[config.mk]
export PLATFORM = sky130hd
export DESIGN_NAME = ext_mem_responder
export DESIGN_NICKNAME = d
export VERILOG_FILES = /design/src/rtl/ext_mem_responder.sv
export SDC_FILE = /design/constraint.sdc
export NUM_CORES = 2
export LEC_CHECK = 0
export ABC_AREA = 0
export CORE_AREA = 10 10 374 521
export DETAILED_ROUTE_END_ITERATION = 10
export DIE_AREA = 0 0 384 531
export PLACE_DENSITY = 0.62
export SLEW_MARGIN = 10
export SYNTH_ARGS = -nofsm -noshare
export SYNTH_HDL_FRONTEND = slang
export SYNTH_SLANG_ARGS = --single-unit
export TNS_END_PERCENT = 10
[constraint.sdc]
create_clock -name CLK -period 7.9 [get_ports CLK]
set_input_delay 0.79 -clock CLK [delete_from_list [all_inputs] [get_ports CLK]]
set_output_delay 0.79 -clock CLK [all_outputs]
set_load 0.1 [all_outputs]
[src/rtl/ext_mem_responder.sv]
`default_nettype none
// ============================================================================
// Module : ext_mem_responder
// Brief  : External memory responder for the SAP-3 core with a byte-stream
//          program loader that holds the core in reset while filling RAM.
// Rev    : 1.0
// ============================================================================
module ext_mem_responder #(
    parameter int ADDR_W = 8
) (
    input  logic        CLK,
    input  logic        rst_n,
    input  logic [15:0] bus,
    input  logic        mem_mar_we,
    input  logic        mem_ram_we,
    output logic [7:0]  mem_out,
    input  logic        ld_start,
    input  logic        ld_valid,
    input  logic        ld_last,
    input  logic [7:0]  ld_data,
    output logic        ld_ready,
    output logic        cpu_rst,
    output logic        oob_err
);

    localparam int              DEPTH   = 1 << ADDR_W;
    localparam logic [ADDR_W-1:0] PTR_MAX = '1;

    typedef enum logic [1:0] {
        ST_IDLE = 2'd0,
        ST_LOAD = 2'd1,
        ST_RUN  = 2'd2
    } state_t;

    state_t             state_q, state_d;
    logic [15:0]        mar_q, mar_d;
    logic [ADDR_W-1:0]  ld_ptr_q, ld_ptr_d;
    logic               ld_sat_q, ld_sat_d;
    logic               oob_err_q, oob_err_d;

    logic               ram_we;
    logic [ADDR_W-1:0]  ram_waddr;
    logic [7:0]         ram_wdata;
    logic [7:0]         ram [DEPTH];
    logic               mar_in_range;

    generate
        if (ADDR_W < 16) begin : g_range_check
            assign mar_in_range = (mar_q[15:ADDR_W] == '0);
        end else begin : g_range_full
            assign mar_in_range = 1'b1;
        end
    endgenerate

    always_comb begin
        state_d   = state_q;
        mar_d     = mar_q;
        ld_ptr_d  = ld_ptr_q;
        ld_sat_d  = ld_sat_q;
        oob_err_d = oob_err_q;
        ram_we    = 1'b0;
        ram_waddr = ld_ptr_q;
        ram_wdata = ld_data;

        case (state_q)
            ST_IDLE: begin
                if (ld_start) begin
                    state_d  = ST_LOAD;
                    ld_ptr_d = '0;
                    ld_sat_d = 1'b0;
                end
            end
            ST_LOAD: begin
                if (ld_valid) begin
                    // The top byte is written once; the pointer then parks and later bytes are dropped.
                    if (ld_sat_q) begin
                        oob_err_d = 1'b1;
                    end else begin
                        ram_we = 1'b1;
                        if (ld_ptr_q == PTR_MAX) begin
                            ld_sat_d = 1'b1;
                        end else begin
                            ld_ptr_d = ld_ptr_q + 1'b1;
                        end
                    end
                    if (ld_last) begin
                        state_d = ST_RUN;
                    end
                end
                // A restart wins over ld_last; the current byte still lands at the old pointer.
                if (ld_start) begin
                    state_d  = ST_LOAD;
                    ld_ptr_d = '0;
                    ld_sat_d = 1'b0;
                end
            end
            ST_RUN: begin
                if (mem_ram_we) begin
                    if (mar_in_range) begin
                        ram_we    = 1'b1;
                        ram_waddr = mar_q[ADDR_W-1:0];
                        ram_wdata = bus[7:0];
                    end else begin
                        oob_err_d = 1'b1;
                    end
                end
                if (mem_mar_we) begin
                    mar_d = bus;
                end
                if (ld_start) begin
                    state_d  = ST_LOAD;
                    ld_ptr_d = '0;
                    ld_sat_d = 1'b0;
                end
            end
            default: begin
                state_d = ST_IDLE;
            end
        endcase
    end

    always_ff @(posedge CLK or negedge rst_n) begin
        if (!rst_n) begin
            state_q   <= ST_IDLE;
            mar_q     <= '0;
            ld_ptr_q  <= '0;
            ld_sat_q  <= 1'b0;
            oob_err_q <= 1'b0;
        end else begin
            state_q   <= state_d;
            mar_q     <= mar_d;
            ld_ptr_q  <= ld_ptr_d;
            ld_sat_q  <= ld_sat_d;
            oob_err_q <= oob_err_d;
        end
    end

    // RAM contents deliberately survive reset so a loaded program is kept.
    always_ff @(posedge CLK) begin
        if (ram_we) begin
            ram[ram_waddr] <= ram_wdata;
        end
    end

    assign mem_out  = mar_in_range ? ram[mar_q[ADDR_W-1:0]] : 8'h00;
    assign ld_ready = (state_q == ST_LOAD);
    assign cpu_rst  = (state_q != ST_RUN);
    assign oob_err  = oob_err_q;

endmodule
`default_nettype wire

==> flow_summary_export.csv <==
group,metric,value,unit
outcome,outcome,"complete, no violations",
clock_tree,cts_root_buf,"clkbuf_16",
critical_path,cp-start-kind,"flip-flop",
grt,grt_max_degree,170,
place,io_buffers,41,
synth,avgSynthCellArea,20.3,um2
synth,syn_nets,4108,
sta,fmax,135,MHz
sta,setup_viol_count_final,0,
layout,nFillCells,14700,
synth,ys_seq_area_share,75.1,%
clock_tree,cts_sinks,2076,
sta,fin_setup_tns,0,ns
floorplanning,core,185000,um2
clock_tree,cts_hold_buf,0,
floorplanning,die_area,204000,um2
drt,highest_layer,"met5",
synth,yosysTopAreaCellShare,74.2,%
critical_path,critPathMaxFanout,70,
sta,worstMarginPinSlew,1.30,ns
synth,synth-seq-cells,2076,
sta,holdWs,0.362,ns
critical_path,worstPathArrival,6.62,ns
synth,yosysMostFrequentCell,"edfxtp_1",
drt,wl_per_cell,32.1,um
drt,wl_met1,80.0,mm
drt,via_per_inst,6.15,
clock_tree,clk_latency,0.85,ns
synth,synth.largest_area_cell,"edfxtp_1",
drt,wl_met3,13.3,mm
synth,yosysWarningCount,0,
drt,via_count,41600,
layout,final_util,49.9,%
critical_path,cp-startpoint,"mar_q[0]",
synth,ys.flop_type,"edfxtp_1",
drt,drtIter0Drc,4333,
floorplanning,die_h,531,um
synth,synth-edff-count,2048,
run,drv_cap,0,
pwr,vdd_drop_max,0.279,mV
layout,regArea,62200,um2
floorplanning,start_util,44.8,%
floorplanning,die_w,384,um
critical_path,crit_required,7.11,ns
pwr,leakagePower,27.8,nW
sta,rsz0062_at_grt,"false",
layout,design_area,92300,um2
critical_path,r2r_start,"mar_q[9]",
sta,slew_viol_final,0,
sta,max-slew-margin-rel,13.1,%
synth,async_flop_share,1.35,%
floorplanning,rows,187,
synth,netlist_area,82900,um2
critical_path,endpoint_kind,"primary output",
grt,grt_pass1_wl,313,mm
critical_path,reg2reg_slack,2.46,ns
synth,ys_types,48,
pwr,p_per_area,312,nW/um2
layout,multiInputGateArea,19700,um2
clock_tree,cts_setup_buffers,0,
grt,grt_pass1_vias,42700,
drt,wl,217,mm
synth,synth_common_cells,"2048 x edfxtp_1, 520 x mux4_2, 303 x nor2_1",
layout,fin_nets,4183,
drt,ant_nets,0,
drt,dr.pass1.iters,8,
hold_path,hp-class,"input pin to asynchronous set/reset pin",
place,hpwl,136,mm
grt,grt_antenna_before_repair,3,
drt,wl_met2,111,mm
grt,grtUsageTotal,21.2,%
clock_tree,ctsResizeCount,0,
place,gp_congestion,0.876,
synth,synth_cells,4072,
critical_path,rr_endpoint,"ram[117][7]",
critical_path,crit_type,"flip-flop to primary output",
synth,synth_area_leaders,"edfxtp_1 74%, mux4_2 14%, mux2i_1 1.7%",
pwr,finalPower,28.8,mW
place,place_area,86400,um2
critical_path,ff2ff_path_depth,6,
sta,fin_crit,7.41,ns
sta,finalCritPeriodShare,93.8,%
clock_tree,clockBufferDepth,3,
drt,drc_errors,0,
clock_tree,cts_tree,"done",
clock_tree,cts_htree_levels,4,
grt,grt_overflow,0,
sta,report.final.hold_viol_count,0,
clock_tree,path_clk_slew,0.07,ns
floorplanning,pin_count,42,
layout,drive_gt1_share,22.7,%
clock_tree,cts_buffers,184,
sta,fin_worst_skew,0.0538,ns
layout,areaGrowthSynthToFinish,11.5,%
placed cells by master (no fill, tap or decap), types with 6 or more instances in the layout:
cell                n
edfxtp_1         2048
mux4_2            520
nor2_1            300
clkbuf_16         188
mux2i_1           144
a22oi_1           128
a211oi_1          107
buf_4             103
a21oi_1            77
o22ai_1            62
nand2_1            58
clkbuf_1           46
nand3_1            45
o21ai_0            41
clkinv_1           39
clkdlybuf4s50_1    35
nor4_1             33
clkinv_2           33
a221oi_1           24
dfrtp_1            24
mux2_2             21
nand4_1            19
bufinv_16          17
nand3_2            15
nor4_2             13
buf_12             10
a41oi_1             9
a22o_1              9
inv_1               8
mux2_8              8
nor2b_1             8
a2111o_1            8
and2_1              7
nand2b_1            6
nand3b_1            6
o21ai_1             6
clkinv_8            6
clkinvlp_4          6
state kept, by name, summed over array words and instances (netlist names):
name      flops
ram        2048
oob_err       1
mar_q        16
ld_ptr_q      8
state_q       2
ld_sat_q      1
cells by family after synthesis:
group	Yosys count	share of synthesized area, %
simple gates	533	2.86
fa+ha+maj	5	0.0755
mux	693	16.3
buf+inv	268	1.55
flops	2076	75.1
compound gates	497	4.17
layer usage:
metal  up-vias  GRT usage, %
li1      17300             -
met1     22100          25.7
met2      1729          36.4
met3       427          3.57
met4         4          10.9
met5         -             0
cell type report:
cell class,instances,share of cell area (%)
diodes,2,0.00542
clock buffers,235,5.30
repair buffers,148,1.43
flip-flops and latches,2076,67.4
inverters,9,0.0393
multi-input cells,1728,21.3
clock inverters,109,1.18
well taps,2457,3.33
report_power, final:
| group | switching (mW) | total (mW) | internal, mW |
|---|---|---|---|
| Sequential | 0.292 | 12.5 | 12.2 |
| Clock | 4.02 | 8.98 | 4.96 |
| Combinational | 4.26 | 7.39 | 3.13 |
how the worst max path moves through the flow:
stage	to	slack, ns
floorplan	mem_out[1]	3.88
global placement	mem_out[3]	1.25
detailed placement	mem_out[3]	1.13
CTS	mem_out[3]	0.20
global route	mem_out[3]	0.24
finish	mem_out[3]	0.49
critical path, stage by stage (launching register included):
cell and delay [ns]:
dfrtp_4 1.01, buf_12 0.49, buf_4 0.50, mux4_2 0.57, a211oi_1 0.30, nor4_2 0.13, a2111oi_1 0.91, buf_4 0.26
nand4_1 0.27, clkdlybuf4s50_1 1.12
metrics by stage:
stage                     instances  setup slack (ns)
after floorplan                4072              3.88
after global placement         6418              1.25
after detailed placement       6418              1.13
after CTS                      6762             0.200
after global routing           6763             0.242
final                          6764             0.494
Note: power is estimated with default switching activity, not from simulation.
